--- src/rtl/hazard_unit.sv ---
`default_nettype none
// ============================================================================
// Module   : hazard_unit
// Purpose  : Central pipeline hazard controller. Generates the stall/flush
//            pair for every pipeline register (pc, i2d, d2e, e2m, m2w) by
//            resolving, in fixed priority order: d-cache miss, branch
//            mispredict, post-redirect recovery, load-use and i-cache miss.
//            A two-state recovery FSM blanks the fetch slot for
//            REDIRECT_CYCLES useful fetch cycles after a mispredict while
//            the synchronous i-cache refetches from the redirected PC.
//            Per-cause saturating counters record which cause won each cycle.
// Ports    :
//   clk, rst_n                 clock, synchronous active-low reset
//   ic_miss                    fetch output not valid this cycle
//   dc_miss                    MEM-stage d-cache access cannot complete
//   ex_mispredict              EX branch resolved against its prediction
//   ex_valid/ex_is_load/ex_rw_addr           EX instruction info
//   dec_valid/dec_uses_rs/dec_uses_rt/
//   dec_rs_addr/dec_rt_addr                  decode operand info
//   clr_cnt                    synchronous clear of all counters
//   pc_stall, *_stall, *_flush per-register pipeline controls
//   cnt_dc/cnt_ic/cnt_lu/cnt_mp cycles won by each hazard cause
// Revision : 1.0 - initial release
// ============================================================================
module hazard_unit #(
  parameter int REDIRECT_CYCLES = 1,
  parameter int CNT_W           = 32
) (
  input  logic             clk,
  input  logic             rst_n,
  input  logic             ic_miss,
  input  logic             dc_miss,
  input  logic             ex_mispredict,
  input  logic             ex_valid,
  input  logic             ex_is_load,
  input  logic [4:0]       ex_rw_addr,
  input  logic             dec_valid,
  input  logic             dec_uses_rs,
  input  logic             dec_uses_rt,
  input  logic [4:0]       dec_rs_addr,
  input  logic [4:0]       dec_rt_addr,
  input  logic             clr_cnt,
  output logic             pc_stall,
  output logic             i2d_stall,
  output logic             i2d_flush,
  output logic             d2e_stall,
  output logic             d2e_flush,
  output logic             e2m_stall,
  output logic             e2m_flush,
  output logic             m2w_stall,
  output logic             m2w_flush,
  output logic [CNT_W-1:0] cnt_dc,
  output logic [CNT_W-1:0] cnt_ic,
  output logic [CNT_W-1:0] cnt_lu,
  output logic [CNT_W-1:0] cnt_mp
);

  // --------------------------------------------------------------------------
  // Constants
  // --------------------------------------------------------------------------
  localparam logic [0:0] IDLE    = 1'b0;
  localparam logic [0:0] RECOVER = 1'b1;

  localparam logic [3:0] c_redirect   = 4'(REDIRECT_CYCLES);
  localparam logic       c_has_redir  = (REDIRECT_CYCLES != 0);

  // --------------------------------------------------------------------------
  // State
  // --------------------------------------------------------------------------
  logic [0:0]       state_q, state_d;
  logic [3:0]       rcnt_q,  rcnt_d;
  logic [CNT_W-1:0] cnt_dc_q, cnt_ic_q, cnt_lu_q, cnt_mp_q;

  // --------------------------------------------------------------------------
  // Hazard detection
  // --------------------------------------------------------------------------
  logic w_rs_hit;
  logic w_rt_hit;
  logic w_load_use;

  // Register 0 is hard-wired zero, so a load targeting it never creates a
  // true dependency.
  assign w_rs_hit   = dec_uses_rs & (dec_rs_addr == ex_rw_addr);
  assign w_rt_hit   = dec_uses_rt & (dec_rt_addr == ex_rw_addr);
  assign w_load_use = ex_valid & ex_is_load & (ex_rw_addr != 5'd0) &
                      dec_valid & (w_rs_hit | w_rt_hit);

  // One-hot "who won this cycle" decode, in strict priority order.
  logic w_win_dc;
  logic w_win_mp;
  logic w_win_rec;
  logic w_win_lu;
  logic w_win_ic;

  assign w_win_dc  = dc_miss;
  assign w_win_mp  = ~dc_miss & ex_mispredict;
  assign w_win_rec = ~dc_miss & ~ex_mispredict & (state_q == RECOVER);
  assign w_win_lu  = ~dc_miss & ~ex_mispredict & (state_q != RECOVER) &
                     w_load_use;
  assign w_win_ic  = ~dc_miss & ~ex_mispredict & (state_q != RECOVER) &
                     ~w_load_use & ic_miss;

  // --------------------------------------------------------------------------
  // Stall / flush generation
  // --------------------------------------------------------------------------
  // While reset is held every pipeline register is flushed and nothing is
  // stalled, so the pipe drains to bubbles regardless of the other inputs.
  always_comb begin
    pc_stall  = 1'b0;
    i2d_stall = 1'b0;
    i2d_flush = 1'b0;
    d2e_stall = 1'b0;
    d2e_flush = 1'b0;
    e2m_stall = 1'b0;
    e2m_flush = 1'b0;
    m2w_stall = 1'b0;
    m2w_flush = 1'b0;

    if (!rst_n) begin
      i2d_flush = 1'b1;
      d2e_flush = 1'b1;
      e2m_flush = 1'b1;
      m2w_flush = 1'b1;
    end else if (w_win_dc) begin
      // Freeze everything up to MEM; inject a bubble into WB.
      pc_stall  = 1'b1;
      i2d_stall = 1'b1;
      d2e_stall = 1'b1;
      e2m_stall = 1'b1;
      m2w_flush = 1'b1;
    end else if (w_win_mp) begin
      // Kill the two wrong-path instructions younger than the branch; PC
      // is free to take the redirect.
      i2d_flush = 1'b1;
      d2e_flush = 1'b1;
    end else if (w_win_rec) begin
      // Fetch output is still stale from the wrong path: discard it, and
      // hold PC while the refetch itself misses.
      i2d_flush = 1'b1;
      pc_stall  = ic_miss;
    end else if (w_win_lu) begin
      // Hold the consumer in decode and send a bubble into EX.
      pc_stall  = 1'b1;
      i2d_stall = 1'b1;
      d2e_flush = 1'b1;
    end else if (w_win_ic) begin
      pc_stall  = 1'b1;
      i2d_flush = 1'b1;
    end
  end

  // --------------------------------------------------------------------------
  // Recovery FSM
  // --------------------------------------------------------------------------
  // rcnt counts useful (non-missing) fetch cycles still to be discarded.
  // A d-cache miss freezes the FSM because EX (and the branch in it) is held
  // and will be re-evaluated once the miss clears.
  always_comb begin
    state_d = state_q;
    rcnt_d  = rcnt_q;

    if (dc_miss) begin
      state_d = state_q;
      rcnt_d  = rcnt_q;
    end else if (ex_mispredict) begin
      // Also covers a mispredict arriving during RECOVER: reload.
      if (c_has_redir) begin
        state_d = RECOVER;
        rcnt_d  = c_redirect;
      end else begin
        state_d = IDLE;
        rcnt_d  = 4'd0;
      end
    end else if (state_q == RECOVER) begin
      if (!ic_miss) begin
        rcnt_d = rcnt_q - 4'd1;
        if (rcnt_q <= 4'd1) begin
          state_d = IDLE;
          rcnt_d  = 4'd0;
        end
      end
    end
  end

  always_ff @(posedge clk) begin
    if (!rst_n) begin
      state_q <= IDLE;
      rcnt_q  <= 4'd0;
    end else begin
      state_q <= state_d;
      rcnt_q  <= rcnt_d;
    end
  end

  // --------------------------------------------------------------------------
  // Performance counters
  // --------------------------------------------------------------------------
  // Cycles spent in RECOVER waiting on the i-cache are charged to the
  // i-cache, since the fetch slot would be idle for that reason anyway.
  logic w_inc_dc;
  logic w_inc_mp;
  logic w_inc_lu;
  logic w_inc_ic;

  assign w_inc_dc = w_win_dc;
  assign w_inc_mp = w_win_mp;
  assign w_inc_lu = w_win_lu;
  assign w_inc_ic = w_win_ic | (w_win_rec & ic_miss);

  logic [CNT_W-1:0] cnt_dc_d, cnt_ic_d, cnt_lu_d, cnt_mp_d;

  // Saturating increment; clear dominates.
  function automatic logic [CNT_W-1:0] f_cnt_next(
    input logic [CNT_W-1:0] cur,
    input logic             inc,
    input logic             clr
  );
    if (clr) begin
      return '0;
    end else if (inc && !(&cur)) begin
      return cur + {{(CNT_W-1){1'b0}}, 1'b1};
    end else begin
      return cur;
    end
  endfunction

  always_comb begin
    cnt_dc_d = f_cnt_next(cnt_dc_q, w_inc_dc, clr_cnt);
    cnt_ic_d = f_cnt_next(cnt_ic_q, w_inc_ic, clr_cnt);
    cnt_lu_d = f_cnt_next(cnt_lu_q, w_inc_lu, clr_cnt);
    cnt_mp_d = f_cnt_next(cnt_mp_q, w_inc_mp, clr_cnt);
  end

  always_ff @(posedge clk) begin
    if (!rst_n) begin
      cnt_dc_q <= '0;
      cnt_ic_q <= '0;
      cnt_lu_q <= '0;
      cnt_mp_q <= '0;
    end else begin
      cnt_dc_q <= cnt_dc_d;
      cnt_ic_q <= cnt_ic_d;
      cnt_lu_q <= cnt_lu_d;
      cnt_mp_q <= cnt_mp_d;
    end
  end

  assign cnt_dc = cnt_dc_q;
  assign cnt_ic = cnt_ic_q;
  assign cnt_lu = cnt_lu_q;
  assign cnt_mp = cnt_mp_q;

endmodule
`default_nettype wire

--- config.mk ---
export PLATFORM = sky130hd
export DESIGN_NAME = hazard_unit
export DESIGN_NICKNAME = d
export VERILOG_FILES = /design/src/rtl/hazard_unit.sv
export SDC_FILE = /design/constraint.sdc
export NUM_CORES = 1
export LEC_CHECK = 0
export ABC_AREA = 1
export BUFFER_PORTS_ARGS = -buffer_cell sky130_fd_sc_hd__buf_2
export CORE_UTILIZATION = 45
export CTS_CLUSTER_DIAMETER = 150
export CTS_CLUSTER_SIZE = 25
export DETAILED_ROUTE_END_ITERATION = 8
export PLACE_DENSITY = 0.67
export SYNTH_ARGS = -nofsm -noshare
export SYNTH_HDL_FRONTEND = slang
export SYNTH_SLANG_ARGS = --single-unit
--- constraint.sdc ---
create_clock -name clk -period 5.6 [get_ports clk]
set_input_delay 0.28 -clock clk [delete_from_list [all_inputs] [get_ports clk]]
set_output_delay 0.28 -clock clk [all_outputs]
set_load 0.02 [all_outputs]
==> out/results.ini, run 1 <==
[routing]
first_pass_iters = 8
avgRoutedWirePerCell_um = 13.7
via_count = 8927
wirelength_um = 23700
drt_iter0_markers = 657
ant_nets = 0
drcViolationCount = 4
vias_per_cell = 5.15

[timing]
min_period_ps = 3170
fmax_ghz = 0.315
skew_ps = 9.74
slew_headroom_pct = 27.9
finalMaxSlewViolations = 0
setup_violations = 0
tightest_slew_ps = 1080
rsz0062_at_grt = false
period_share_pct = 56.6
final_hold_viol_count = 0
fin_setup_tns_ps = 0

[worst_setup_path]
cp_max_fo = 33
cp.required_ps = 5940
worstSetupPathType = reg2reg
cp_common_cell = nand2_1
critPathBufInv = 2
worstPathCellList = ha_1 > nand2_1 > inv_1 > nand3_2 > nor2_4 > inv_2 > nor2_2 > nand4_2 > nand2_2 > nand2_1 > a21oi_1
reg2reg_setup_slack_ps = 2430
arrival_ps = 3520
slowest_delay_ps = 820
start_kind = flop
critPathSlowestCell = nand2_2
crit_path_end_kind = flop
cpLargestDelayFamily = simple AND/OR/NAND/NOR gates

[synthesis]
ys_ff_latch = 133
synthTopCellsByCount = 474 x nand2_1, 176 x nor2_1, 133 x dfxtp_1
ys_top_cells_by_area = dfxtp_1 32%, nand2_1 22%, nor2_1 8.1%
yosysMostFrequentCell = nand2_1
yosys_warnings = 0
synth_cells = 1346
yosys.area.top_type_share_pct = 32.4
synthArstFlopShare_pct = 0
avgSynthCellArea_um2 = 6.10
syn_nets = 1378
ys.flop_type = dfxtp_1
synth_edf_count = 0
netlist_area_mm2 = 0.00821
ys_seq_area_share_pct = 32.4
synthDistinctLibCells = 36
synth_top_area_cell = dfxtp_1

[cts]
htree_levels = 4
tritoncts = yes
insertion_delay_ps = 420
root_buffer = clkbuf_16
cts_num_sinks = 133
cts.clk_slew.worst_paths_ps = 60
cts_setup_buffers = 0
cts_resized = 0
cts_made_buffers = 17
ctsHoldBuffers = 0
cts_max_path_buffers = 2

[job]
cap_violations = 0

[finish]
fill_cells = 1880
multi_input_area_mm2 = 0.00492
post-route-util_pct = 54.2
drive_gt1_share_pct = 14.0
syn_to_final_growth_pct = 18.3
layout.nets = 1521
seq_area_mm2 = 0.00266

[power]
p_leak_nw = 3.80
vdd_ir_drop_max_v = 0.000227
power_density_mw_per_mm2 = 224

[global_routing]
antenna_found_initial = 1
grt_max_degree = 62
grt_usage_pct = 26.0
grt_first_pass_wirelength_um = 38900
grt_pass1_vias = 8025
grt_remaining_overflow = 0

[floorplanning]
die_w_um = 137
ios = 163
rows = 49
start_util_pct = 45.8
core_mm2 = 0.0179
die_h_um = 137
die-area_mm2 = 0.0188

[outcome]
status = finished, violations left
violations = DRC

[placement]
hpwl_um = 17400
gp_congestion = 0.925
port_buffers = 161

[worst_hold_path]
hold_class = in2reg

==> per-stage QoR <==
stage               hold slack [ps]  setup slack (ps)  instances  instance area (um2)  power, W
floorplan                       418              3610       1346                 8210   0.00105
global placement                469              2540       1699                 9130   0.00108
detailed placement              473              2410       1699                 9130   0.00108
CTS                             177              2400       1731                 9710   0.00219
global route                    181              1960       1731                 9710   0.00225
finish                          178              2430       1732                 9710   0.00218
==> flip-flops by register name (all words and copies together) (netlist names) <==
register	flops
cnt_dc	32
cnt_ic	32
cnt_lu	32
cnt_mp	32
rcnt_q	4
state_q	1
==> where the power goes <==
group	internal [W]	leakage (nW)	switching [W]	total (W)
Sequential	0.000950	1.07	0.00000312	0.000953
Clock	0.000690	0.280	0.000431	0.00112
Combinational	0.0000265	2.45	0.0000754	0.000102
==> tightest hold or removal path: stages <==
cell	delay (ps)
buf_2	150
nand3_1	90
nor2_1	40
==> area by class of cell <==
| cell class | count | share of cell area, % |
|---|---|---|
| tap | 229 | 2.95 |
| clock inverter | 8 | 1.02 |
| inverter | 115 | 4.46 |
| clock buffer | 24 | 4.96 |
| antenna | 1 | 0.0258 |
| timing repair buffer | 163 | 8.45 |
| multi-input combinational | 1059 | 50.7 |
| sequential | 133 | 27.4 |
==> path summary, 6_finish.rpt <==
| kind | from | to | depth (start not counted) |
|---|---|---|---|
| max reg2reg | cnt_ic[0]$_SDFFE_PP0P_ | cnt_ic[24]$_SDFFE_PP0P_ | 11 |
| max | cnt_ic[0]$_SDFFE_PP0P_ | cnt_ic[24]$_SDFFE_PP0P_ | 11 |
| min reg2reg | state_q$_SDFFE_PN0N_ | state_q$_SDFFE_PN0N_ | 2 |
| min | rst_n | rcnt_q[3]$_SDFFE_PN0P_ | 3 |
==> placed cells by master (no fill, tap or decap), types with 5 or more instances in the layout <==
| cell | netlist | routed |
|---|---|---|
| nor3_1 | 58 | 58 |
| buf_2 | 10 | 161 |
| nor3b_1 | 6 | 6 |
| inv_2 | 9 | 8 |
| ha_1 | 6 | 6 |
| nand4_1 | 21 | 21 |
| xnor2_1 | 21 | 21 |
| nand3b_1 | 6 | 6 |
| xor2_1 | 53 | 53 |
| nor2_1 | 176 | 175 |
| nor2_2 | 4 | 5 |
| inv_1 | 106 | 106 |
| dfxtp_1 | 133 | 133 |
| nand3_1 | 75 | 75 |
| clkbuf_16 | 0 | 17 |
| a21oi_1 | 114 | 114 |
| o21ai_0 | 25 | 25 |
| nand2_1 | 474 | 474 |
==> cells by family (layout without fill, tap and decap cells) <==
group	count (synthesis)	after routing	synth area share, %
xor+xnor	74	74	7.90
simple gates	831	831	41.9
compound gates	147	147	9.21
fa+ha+maj	6	6	0.915
flops	133	133	32.4
buf+inv	154	310	7.56
other cells	1	2	0.0457
==> routing by layer <==
layer,GRT usage [%],vias up,routed length (um)
met4,7.69,0,363
met3,4.96,37,1390
met5,0,-,0
met1,34.3,4041,11000
li1,-,4583,-
met2,42.5,266,10900
(Power assumes the default switching activity.)
==> run 2: changes to the inputs <==
Settings changed: PLACE_DENSITY 0.67 to 0.7.
Clock period 5.6 ns to 2.74 ns, I/O delays scaled along.
==> run 2 against run 1 <==
The flow now finishes without violations. Sequential share of layout area down 0.30 points. Fmax grew 38%. First-iteration DRC count grew 9.9%. Largest power group unchanged.
==> out/results.ini, run 2 (synthesis gave the netlist of run 1 again) <==
[outcome]
status = finished clean

[floorplanning]
die_h_um = 137
ios = 163
start_util_pct = 45.8
die_w_um = 137
die-area_mm2 = 0.0188
core_mm2 = 0.0179
rows = 49

[routing]
avgRoutedWirePerCell_um = 13.6
drt_iter0_markers = 722
met1_length_um = 10900
wl_met3_um = 1380
vias_per_cell = 5.19
wirelength_um = 23700
routed.top_layer = met4
via_count = 9009
drcViolationCount = 0
dr_wl_met2_um = 10900
ant_nets = 0
first_pass_iters = 6

[finish]
fill_cells = 1855
post-route-util_pct = 54.9
drive_gt1_share_pct = 14.6
fin_cells = 1737
antennaDiodeCount = 0
layout.nets = 1527
syn_to_final_growth_pct = 19.7
final_common_cell = nand2_1
final_cell_mix = 474 x nand2_1, 175 x nor2_1, 161 x buf_2

[cts]
cts_made_buffers = 17
tritoncts = yes
cts_max_path_buffers = 2
cts_setup_buffers = 0
cts_resized = 0
insertion_delay_ps = 430
cts_num_sinks = 133
htree_levels = 4
cts.clk_slew.worst_paths_ps = 60
ctsHoldBuffers = 0
root_buffer = clkbuf_16

[power]
power_density_mw_per_mm2 = 471
vdd_ir_drop_max_v = 0.000456
p_leak_nw = 3.85

[worst_setup_path]
cp_max_fo = 23
start_kind = flop
cp.required_ps = 3040
crit_path_end_kind = flop
worstSetupPathType = reg2reg
arrival_ps = 2590

[timing]
fmax_ghz = 0.436
period_share_pct = 83.7
min_period_ps = 2290
rsz0062_at_grt = false
slew_headroom_pct = 50.5
skew_ps = 8.31
fin_setup_tns_ps = 0
tightest_slew_ps = 735
finalMaxSlewViolations = 0
setup_violations = 0
final_hold_viol_count = 0

[global_routing]
grt_usage_pct = 25.2
grt_remaining_overflow = 0
grt_first_pass_wirelength_um = 38100
antenna_found_initial = 0
grt_max_degree = 67
grt_pass1_vias = 7858

[placement]
dp_cells = 1705
gp_congestion = 0.928
port_buffers = 161
hpwl_um = 17400

[worst_hold_path]
hold_class = in2reg

[job]
cap_violations = 0

## run 2: cell count changes in the layout (fill, tap and decap cells not counted)
cell,before,now
clkbuf_1,4,1
diode_2,1,0
clkinvlp_4,2,4
clkbuf_8,3,2
bufinv_16,2,4
buf_4,2,7
buf_12,0,1
clkinv_2,4,3
clkinv_4,1,2
## run 2: path summary, 6_finish.rpt
path	from	end	slack, ps	cells past startpoint
min	rst_n	rcnt_q[3]$_SDFFE_PN0P_	20	3
min reg2reg	state_q$_SDFFE_PN0N_	state_q$_SDFFE_PN0N_	490	2
max	cnt_lu[0]$_SDFFE_PP0P_	cnt_lu[15]$_SDFFE_PP0P_	450	10
max reg2reg	cnt_lu[0]$_SDFFE_PP0P_	cnt_lu[15]$_SDFFE_PP0P_	450	10
## run 2: layout make-up
| type | instances | area [um2] | share of cell area, % |
|---|---|---|---|
| flip-flops and latches | 133 | 2660 | 27.1 |
| clock buffers | 20 | 457 | 4.65 |
| inverters | 115 | 433 | 4.41 |
| clock inverters | 12 | 178 | 1.81 |
| multi-input cells | 1059 | 4920 | 50.2 |
| repair buffers | 169 | 878 | 8.94 |
| well taps | 229 | 287 | 2.92 |
## run 2: per-layer routing
| metal | global-route usage, % | up-vias |
|---|---|---|
| met3 | 5.56 | 45 |
| met4 | 8.36 | 0 |
| met5 | 0 | - |
| li1 | - | 4611 |
| met2 | 40.0 | 291 |
| met1 | 33.7 | 4062 |
## run 2: through the flow
stage / cell area (um2) / total power, W / worst slack (ps) / hold WS (ps)
after floorplan: 8210 / 0.00214 / 746 / 275
after global placement: 9190 / 0.00220 / 551 / 464
after detailed placement: 9190 / 0.00221 / 461 / 470
after CTS: 9820 / 0.00466 / 455 / 23.2
after global routing: 9820 / 0.00476 / 206 / 42.2
final: 9820 / 0.00462 / 445 / 22.5
## run 2: critical path: stages, from the launching register on
cell	delay, ps
dfxtp_1	420
ha_1	270
nand2_1	70
nor2_1	190
nand2_1	120
nor2_1	170
nand2_1	70
nand2_1	330
inv_2	280
nand2_1	150
a21oi_1	70
## run 2: report_power, final
| part | internal, W | total (W) | switching (W) | leakage (nW) |
|---|---|---|---|---|
| sequential | 0.00194 | 0.00195 | 0.00000657 | 1.07 |
| clock | 0.00157 | 0.00246 | 0.000890 | 0.298 |
| combinational | 0.0000599 | 0.000214 | 0.000155 | 2.48 |
